===== config.mk =====
export PLATFORM = sky130hd
export DESIGN_NAME = moore_sym_encoder
export DESIGN_NICKNAME = d
export VERILOG_FILES = /design/src/rtl/moore_sym_pkg.sv /design/src/rtl/moore_cmd_fifo.sv /design/src/rtl/moore_sym_encoder.sv
export SDC_FILE = /design/constraint.sdc
export NUM_CORES = 1
export LEC_CHECK = 0
export ABC_AREA = 1
export CAP_MARGIN = 0
export CORE_MARGIN = 4
export CORE_UTILIZATION = 56
export CTS_CLUSTER_SIZE = 20
export DETAILED_ROUTE_END_ITERATION = 8
export PLACE_DENSITY = 0.74
export SLEW_MARGIN = 20
export SYNTH_ARGS = -nofsm -noshare
export SYNTH_HDL_FRONTEND = slang
export SYNTH_SLANG_ARGS = --single-unit

===== constraint.sdc =====
create_clock -name clk -period 2.4 [get_ports clk]
set_input_delay 0.36 -clock clk [delete_from_list [all_inputs] [get_ports clk]]
set_output_delay 0.36 -clock clk [all_outputs]
set_load 0.005 [all_outputs]

===== src/rtl/moore_sym_pkg.sv =====
// Shared definitions for the 2-bit symbol protocol: symbol values, the
// encoder state encoding and the default inter-command gap length.
package moore_sym_pkg;

  localparam logic [1:0] SYM_IDLE = 2'b00;
  localparam logic [1:0] SYM_CLR  = 2'b01;
  localparam logic [1:0] SYM_TGL  = 2'b10;
  localparam logic [1:0] SYM_SET  = 2'b11;

  // Idle symbols following every command symbol; the decoder's frame length.
  localparam int GAP_LEN_DEFAULT = 2;

  typedef enum logic [1:0] {
    ST_IDLE = 2'd0,
    ST_SYM  = 2'd1,
    ST_GAP  = 2'd2
  } enc_state_t;

  // Decoder output after a completed frame carrying symbol s.
  function automatic logic apply_sym(input logic y, input logic [1:0] s);
    logic y_n;
    y_n = y;
    case (s)
      SYM_CLR: y_n = 1'b0;
      SYM_SET: y_n = 1'b1;
      SYM_TGL: y_n = ~y;
      default: y_n = y;
    endcase
    return y_n;
  endfunction

endpackage


===== src/rtl/moore_cmd_fifo.sv =====
// Synchronous command queue, 2-bit entries, first-word-fall-through read.
// A push while full is accepted only when a pop happens in the same cycle,
// in which case the new entry takes the slot being vacated.
module moore_cmd_fifo #(
  parameter int FIFO_DEPTH = 4
) (
  input  logic                        clk,
  input  logic                        reset,
  input  logic                        push,
  input  logic [1:0]                  din,
  input  logic                        pop,
  output logic [1:0]                  dout,
  output logic                        full,
  output logic                        empty,
  output logic [$clog2(FIFO_DEPTH):0] count
);

  localparam int AW = $clog2(FIFO_DEPTH);
  localparam int CW = AW + 1;

  logic [1:0]    mem [FIFO_DEPTH];
  logic [AW-1:0] wr_ptr;
  logic [AW-1:0] rd_ptr;
  logic          do_push;
  logic          do_pop;

  assign full    = (count == CW'(FIFO_DEPTH));
  assign empty   = (count == '0);
  assign do_pop  = pop && !empty;
  assign do_push = push && (!full || do_pop);
  assign dout    = mem[rd_ptr];

  // Storage write; contents need no reset since count gates visibility.
  always_ff @(posedge clk) begin
    if (do_push) mem[wr_ptr] <= din;
  end

  // Pointer and occupancy bookkeeping; pointers wrap naturally at 2**AW.
  always_ff @(posedge clk) begin
    if (reset) begin
      wr_ptr <= '0;
      rd_ptr <= '0;
      count  <= '0;
    end else begin
      if (do_push) wr_ptr <= wr_ptr + AW'(1);
      if (do_pop)  rd_ptr <= rd_ptr + AW'(1);
      case ({do_push, do_pop})
        2'b10:   count <= count + CW'(1);
        2'b01:   count <= count - CW'(1);
        default: count <= count;
      endcase
    end
  end

endmodule


===== src/rtl/moore_sym_encoder.sv =====
// Frames queued clear/toggle/set commands into symbol streams for the Moore
// sequence decoder: one command symbol followed by GAP_LEN idle symbols.
// Optional predicted-decoder-output register: define MOORE_ENC_SHADOW_EN.
//
// Handshake: a command is taken on a rising edge where cmd_valid && cmd_ready
// && cmd != 00. cmd_ready depends only on registered occupancy. cmd = 00 with
// cmd_valid && cmd_ready is dropped and flagged on err_illegal; cmd_valid
// while cmd_ready is low is ignored.
//
// aout, frame_done and y_shadow are registered and trail the FSM by one
// cycle: aout shows the command the cycle after the FSM sat in SYM.
module moore_sym_encoder
  import moore_sym_pkg::*;
#(
  parameter int FIFO_DEPTH = 4,
  parameter int GAP_LEN    = GAP_LEN_DEFAULT
) (
  input  logic       clk,
  input  logic       reset,
  input  logic       cmd_valid,
  input  logic [1:0] cmd,
  output logic       cmd_ready,
  output logic [1:0] aout,
  output logic       busy,
  output logic       frame_done,
`ifdef MOORE_ENC_SHADOW_EN
  output logic       y_shadow,
`endif
  output logic       err_illegal
);

  localparam int GW = (GAP_LEN > 1) ? $clog2(GAP_LEN) : 1;
  localparam int CW = $clog2(FIFO_DEPTH) + 1;

  // FSM state is kept as a named signal so checkers can bind to it.
  enc_state_t    state;
  logic [GW-1:0] gap_cnt;
  logic [1:0]    cur_cmd;
  logic          fifo_full;
  logic          fifo_empty;
  logic [1:0]    fifo_dout;
  logic [CW-1:0] fifo_count;
  logic          push;
  logic          pop;
  logic          last_gap;

  assign cmd_ready = !fifo_full;
  assign push      = cmd_valid && cmd_ready && (cmd != SYM_IDLE);
  assign last_gap  = (state == ST_GAP) && (gap_cnt == '0);
  assign pop       = ((state == ST_IDLE) || last_gap) && !fifo_empty;
  assign busy      = (state != ST_IDLE) || (fifo_count != '0);

  moore_cmd_fifo #(.FIFO_DEPTH(FIFO_DEPTH)) u_fifo (
    .clk   (clk),
    .reset (reset),
    .push  (push),
    .din   (cmd),
    .pop   (pop),
    .dout  (fifo_dout),
    .full  (fifo_full),
    .empty (fifo_empty),
    .count (fifo_count)
  );

  // Flag an illegal 00 command offered while the queue could accept.
  always_ff @(posedge clk) begin
    if (reset) err_illegal <= 1'b0;
    else       err_illegal <= cmd_valid && cmd_ready && (cmd == SYM_IDLE);
  end

`ifdef MOORE_ENC_SHADOW_EN
  logic [1:0] done_cmd;
`endif

  // Framing FSM: pop a command, emit it once, then count out the gap.
  always_ff @(posedge clk) begin
    if (reset) begin
      state      <= ST_IDLE;
      gap_cnt    <= '0;
      cur_cmd    <= SYM_IDLE;
      aout       <= SYM_IDLE;
      frame_done <= 1'b0;
`ifdef MOORE_ENC_SHADOW_EN
      done_cmd   <= SYM_IDLE;
`endif
    end else begin
      aout       <= SYM_IDLE;
      frame_done <= 1'b0;
      case (state)
        ST_IDLE: begin
          if (pop) begin
            cur_cmd <= fifo_dout;
            state   <= ST_SYM;
          end
        end
        ST_SYM: begin
          aout    <= cur_cmd;
          gap_cnt <= GW'(GAP_LEN - 1);
          state   <= ST_GAP;
        end
        ST_GAP: begin
          if (gap_cnt == '0) begin
            frame_done <= 1'b1;
`ifdef MOORE_ENC_SHADOW_EN
            done_cmd   <= cur_cmd;
`endif
            if (pop) begin
              cur_cmd <= fifo_dout;
              state   <= ST_SYM;
            end else begin
              state   <= ST_IDLE;
            end
          end else begin
            gap_cnt <= gap_cnt - GW'(1);
          end
        end
        default: state <= ST_IDLE;
      endcase
    end
  end

`ifdef MOORE_ENC_SHADOW_EN
  // Predicted decoder output, updated the cycle after each frame completes.
  always_ff @(posedge clk) begin
    if (reset)           y_shadow <= 1'b0;
    else if (frame_done) y_shadow <= apply_sym(y_shadow, done_cmd);
  end
`endif

endmodule


After elaboration in Yosys (flattened, before gate mapping)
Memories as Yosys holds them, arrays and structs flattened. A register that Yosys moved wholly into a read port is not among the register bits.
Index checks and enable logic that the tools add are counted.
{"block": "totals", "inputBits": 5, "mem_bits_rw": 8, "mem_count": 1, "output_inout_bits": 6, "ff_bits": 16}
{"name": "u_fifo.mem", "depth": 4, "width": 2, "read_ports": 1, "rd_ports_with_merged_regs": 1, "write_ports": 1, "line_no": "moore_cmd_fifo.sv:21", "rtl": "logic [1:0] mem [FIFO_DEPTH];"}
{"block": "op_classes", "reduce_logical": 25, "addsub": 5, "eq_ne": 7, "bitwise_logic": 3, "n_mux": 15}
{"op": "two-way mux 2 bit", "n": 6}
{"op": "nonzero test 2 bit", "n": 5}
{"op": "logical AND 1 bit", "n": 7}
{"op": "one-hot mux 2 bit (3 select lines)", "n": 1}
{"op": "one-hot mux 3 bit (2 select lines)", "n": 1}
{"op": "two-way mux 1 bit", "n": 5}
{"op": "adder 2 x 1 -> 2 bit, second input constant", "n": 2}
{"op": "equality test 2 x 1 -> 1 bit, second input constant", "n": 2}
{"op": "equality test 2 bit, second input constant", "n": 2}
{"op": "logical NOT 2 bit", "n": 2}
{"op": "one-hot mux 2 bit (2 select lines)", "n": 1}
{"op": "AND reduction 2 bit", "n": 2}
{"op": "OR reduction 2 bit", "n": 2}
{"op": "adder 3 x 1 -> 3 bit, second input constant", "n": 1}
{"op": "equality test 3 bit, second input constant", "n": 1}
{"op": "logical NOT 3 bit", "n": 1}
{"op": "logical OR 1 bit", "n": 3}
{"op": "NOT 1 bit", "n": 3}
{"op": "nonzero test 3 bit", "n": 1}
{"op": "subtractor 3 x 1 -> 3 bit, second input constant", "n": 1}
{"op": "logical NOT 1 bit", "n": 2}
{"op": "inequality test 2 x 1 -> 1 bit, second input constant", "n": 1}
{"op": "inequality test 2 bit, second input constant", "n": 1}
{"op": "one-hot mux 1 bit (2 select lines)", "n": 1}
{"op": "subtractor 1 bit, second input constant", "n": 1}

Depth between registers and ports, before layout
{"block": "depth", "word_depth": 9, "ltp_mapped": 15}

Cells and area by module
A second synthesis with hierarchy kept.
{"block": "hier_totals", "hier_cells": 142, "hier_area_um2": 1231.2}
{"mod": "moore_cmd_fifo", "area_per_inst_um2": 789.5, "cells_each": 84, "n_inst": 1}
{"mod": "moore_sym_encoder", "area_per_inst_um2": 441.7, "cells_each": 58, "n_inst": 1}

Worst setup path before layout
OpenSTA, ideal clock, no wires.
{"block": "synth_timing", "path_kind": "register to register", "startpoint": "reg state[0]", "endpoint": "reg u_fifo.count[2]", "setup_slack_ns": 0.507, "arrival_time_ns": 1.780, "path_buffers": 0, "required_time_ns": 2.287, "stages_incl_launch_ff": 16, "cell_sequence": "dfxtp_1 -> inv_1 -> ha_1 -> nand2_1 -> nand2_1 -> nand2_2 -> inv_2 -> ha_1 -> inv_1 -> fa_1 -> inv_1 -> nand2_1 -> nand3_1 -> nand2_1 -> nand2_1 -> nor2_1"}
{"block": "synth_between", "elab_chain_len": 9, "elab_cells_between_ends": 12, "classes_between": "3 x eq/ne; 1 x mux; 8 x reduce/logical"}
{"item": "from (decl)", "line_no": "moore_sym_encoder.sv:36", "rtl": "enc_state_t state;"}
{"item": "from (signal assigned)", "line_no": "moore_sym_encoder.sv:78", "rtl": "state <= ST_IDLE;"}
{"item": "from (signal assigned)", "line_no": "moore_sym_encoder.sv:93", "rtl": "state <= ST_SYM;"}
{"item": "from (signal assigned)", "line_no": "moore_sym_encoder.sv:99", "rtl": "state <= ST_GAP;"}
{"item": "equality test 2 bit", "line_no": "moore_sym_encoder.sv:49", "rtl": "assign last_gap = (state == ST_GAP) && (gap_cnt == '0);"}
{"item": "logical AND 1 bit", "line_no": "moore_sym_encoder.sv:49"}
{"item": "logical OR 1 bit *", "line_no": "moore_sym_encoder.sv:50", "rtl": "assign pop = ((state == ST_IDLE) || last_gap) && !fifo_empty;"}
{"item": "logical AND 1 bit *", "line_no": "moore_sym_encoder.sv:50"}
{"item": "logical AND 1 bit *", "line_no": "moore_cmd_fifo.sv:29", "rtl": "assign do_pop = pop && !empty;"}
{"item": "named net u_fifo.do_pop", "line_no": "moore_cmd_fifo.sv:25", "rtl": "logic do_pop;"}
{"item": "logical OR 1 bit", "line_no": "moore_cmd_fifo.sv:30", "rtl": "assign do_push = push && (!full || do_pop);"}
{"item": "logical AND 1 bit", "line_no": "moore_cmd_fifo.sv:30"}
{"item": "equality test 2 x 1 -> 1 bit / equality test 2 bit (equally long branches)", "line_no": "moore_cmd_fifo.sv:47", "rtl": "case ({do_push, do_pop})"}
{"item": "one-hot mux 3 bit (2 select lines) / nonzero test 2 bit (equally long branches)"}
{"item": "to (signal assigned)", "line_no": "moore_cmd_fifo.sv:48", "rtl": "2'b10: count <= count + CW'(1);"}
{"item": "to (signal assigned)", "line_no": "moore_cmd_fifo.sv:49", "rtl": "2'b01: count <= count - CW'(1);"}
{"item": "to (signal assigned)", "line_no": "moore_cmd_fifo.sv:50", "rtl": "default: count <= count;"}
{"item": "to (decl)", "line_no": "moore_cmd_fifo.sv:15", "rtl": "output logic [$clog2(FIFO_DEPTH):0] count"}
The timed path passes the listed nets; every way through them passes the cells marked *.
A chain may end at the register's enable or synchronous reset.

Final worst setup path
Ends and elaborated chain as after synthesis.

==> results.toml <==
[timing]
rsz0062_at_grt = "no"
tightest_slew_ns = 0.374
max_freq_mhz = 477
clock_skew_ns = 0.00511
slew_headroom_pct = 75.0
whs_ns = 0.466
fin_crit_sh_pct = 87.4
slew_viol_final = 0
period_minus_slack_ns = 2.10
hold_viol = 0
finalSetupViolCount = 0
setup_ws_ns = 0.302
tns_ns = 0

[drt]
drt_pass1_iterations = 4
wl_um = 2090
ant_nets = 0
vias = 964
viasPerCell = 4.75
post_drt_wl_per_cell_um = 10.3
drc_errors = 0
drt_iter0_drc = 18

[synth]
netlist_area_mm2 = 0.00129
synth_compound_area_share_pct = 3.48
synthDistinctLibCells = 21
synth_warnings = 0
synthAdderAreaFrac_pct = 11.2
synth_xor_area_share_pct = 0
netlist_instances = 162
avgSynthCellArea_um2 = 7.99
yosys.area_share.simple_pct = 26.8
syn_nets = 178
synth-seq-area-share_pct = 46.4
synthMuxAreaShare_pct = 0
synth_top_family_by_area = "simple AND/OR/NAND/NOR gates"
synth_seq_cells = 26

[placement]
place_area_mm2 = 0.00142
pre_cts_ws_ns = 0.167
place_congestion = 0.814
dp_hpwl_um = 1640
port_buffers = 10

[grt]
grt_pass1_wl_um = 3840
grt_max_degree = 15
grt_use_total_pct = 15.4
overflow = 0
grt_pass1_vias = 924
antenna_found_initial = 0

[power_and_ir_drop]
p_sw_share_pct = 42.1
p_leak_uw = 0.000706
clkPwrFrac_pct = 11.7
cellPowerDensity_mw_per_mm2 = 1120
irDropWorstVdd_v = 0.000856
p_sw_uw = 679
pwr-share-comb_pct = 48.2
p_seq_share_pct = 40.1
internal_power_uw = 934

[clock_network]
cts_sinks = 26
cts_tree = "yes"
numCtsBuffers = 3
htreeDepth = 1
clkSlewWorstSetupHoldPaths_ns = 0.13
clk_latency_ns = 0.32
cts_buffer_depth = 2
post-cts-setup-buffers = 0
root_buffer = "clkbuf_4"

[critical_path]
worst_setup_path_end_kind = "register"
path_delay_family = "adder cells"
worstPathMaxFanout = 4
max_stage_delay_ns = 0.39
startpoint_type = "register"
reg2reg_depth = 15
cp.arrival_ns = 2.33
critical_path_class = "reg -> reg"
cp.required_ns = 2.63
crit_top_cell = "nand2_1"
r2r_end = "u_fifo.count[2]"
crit_buf_inv = 4
worstPathCellList = "inv_1 > ha_2 > nand2_1 > nand2_2 > nand2_2 > inv_2 > ha_1 > inv_1 > fa_1 > inv_1 > nand2_1 > nand3_1 > nand2_1 > nand2_1 > nor2_1"
slowest_stage = "fa_1"
r2r_start = "state[0]"
r2r_slack_ns = 0.30
cp-startpoint = "state[0]"

[die]
floorplan.initialDensity_pct = 58.5
die_area_mm2 = 0.00314
core_mm2 = 0.00221
io_pins = 11
rows = 17
fp.dieW_um = 56.1
die_h_um = 56.1

[cells_and_area]
fin_area_mm2 = 0.00145
antennaDiodeCount = 0
areaGrowthSynthToFinish_pct = 11.8
layout.nets = 192
drive_gt1_share_pct = 7.43

[hold_path]
min_delay_worst_endpoint = "aout[1]"
hold_path.startpoint = "cur_cmd[1]"
hold_class = "reg -> reg"
hold_path_depth = 2

[outcome]
outcome = "completed"

[job]
drv_cap = 0
==> sequential cells by signal (all words and copies together) (netlist names), named ones only <==
signal         cells
u_fifo.rd_ptr      2
frame_done         1
u_fifo.mem         8
gap_cnt            1
err_illegal        1
state              2
u_fifo.count       3
aout               2
cur_cmd            2
u_fifo.wr_ptr      2
==> metrics by stage <==
| stage | total power, uW | instances | utilization (%) |
|---|---|---|---|
| floorplan | 1240 | 162 | - |
| global placement | 1400 | 199 | 64.0 |
| detailed placement | 1430 | 199 | 64.0 |
| CTS | 1620 | 203 | 65.2 |
| global route | 1790 | 203 | 65.4 |
| finish | 1610 | 203 | 65.4 |
==> power by group through the flow <==
stage	clock network [uW]	registers (uW)	logic, uW
3_5_place_dp	0	659	771
5_1_grt	208	665	915
2_1_floorplan	0	640	596
3_3_place_gp	0	652	746
6_report	189	647	777
4_1_cts	192	649	779
==> kinds of logic (layout without fill, tap and decap cells) <==
kind of cell	count (synthesis)	in the layout
adder cells (fa/ha/maj)	11	11
buffers and inverters	39	52
AND/OR/NAND/NOR	77	77
flip-flops	26	26
AO/OA/AOI/OAI	9	9
==> cells in the mapped netlist <==
master / number / area (um^2)
fa_1: 1 / 20.0
nand2_1: 38 / 143
nand3_4: 1 / 17.5
nor2_4: 1 / 11.3
nor2_1: 22 / 82.6
nand3_1: 7 / 35.0
ha_1: 10 / 125
inv_1: 37 / 139
nor2_2: 1 / 6.26
nor3_1: 2 / 10.0
nand3b_1: 1 / 7.51
edfxtp_1: 8 / 240
nand2_2: 2 / 12.5
o21ai_1: 1 / 5.00
clkbuf_8: 1 / 13.8
nand3_2: 1 / 10.0
nand2_4: 1 / 11.3
o21ai_0: 3 / 15.0
a21oi_1: 5 / 25.0
dfxtp_1: 18 / 360
inv_2: 1 / 3.75
==> cell type report <==
type,instances,area [um^2]
fill,196,766
sequential,26,601
tap,28,35.0
clock buffer,4,26.3
inverter,38,143
multi-input combinational,97,542
timing repair buffer,10,100
==> layout by cell type, fill, tap and decap left out, types with 2 or more instances in the layout <==
cell             netlist  final
a21oi_1                5      5
clkbuf_4               0      3
clkdlybuf4s50_1        0     10
dfxtp_1               18     18
edfxtp_1               8      8
ha_1                  10      9
inv_1                 37     37
nand2_1               38     37
nand2_2                2      3
nand3_1                7      7
nor2_1                22     22
nor3_1                 2      2
o21ai_0                3      3
==> how the worst max path moves through the flow <==
stage                                 end  cells after the start
after floorplan           u_fifo.count[2]                     15
after global placement    u_fifo.count[2]                     13
after detailed placement  u_fifo.count[2]                     13
after CTS                 u_fifo.count[2]                     15
after global routing      u_fifo.count[2]                     15
final                     u_fifo.count[2]                     15
==> per-layer routing <==
metal / up-vias / track usage, % / routed length [um]
li1: 511 / - / -
met1: 431 / 18.2 / 971
met2: 17 / 25.9 / 1000
met3: 5 / 3.02 / 69
met4: 0 / 8.81 / 48
met5: - / 0 / 0
==> worst reg2reg max path, stage by stage (launching register included) <==
cell     delay, ns
dfxtp_1       0.37
inv_1         0.12
ha_2          0.22
nand2_1       0.10
nand2_2       0.10
nand2_2       0.07
inv_2         0.07
ha_1          0.16
inv_1         0.06
fa_1          0.39
inv_1         0.07
nand2_1       0.04
nand3_1       0.08
nand2_1       0.06
nand2_1       0.05
nor2_1        0.04
==> repair_timing <==
item                                    in CTS  in global routing
endpoints found under the setup margin       0                  1
gates resized for setup                      0                  2
hold buffers                                 0                  0
Power figures use the tool's default switching activity.
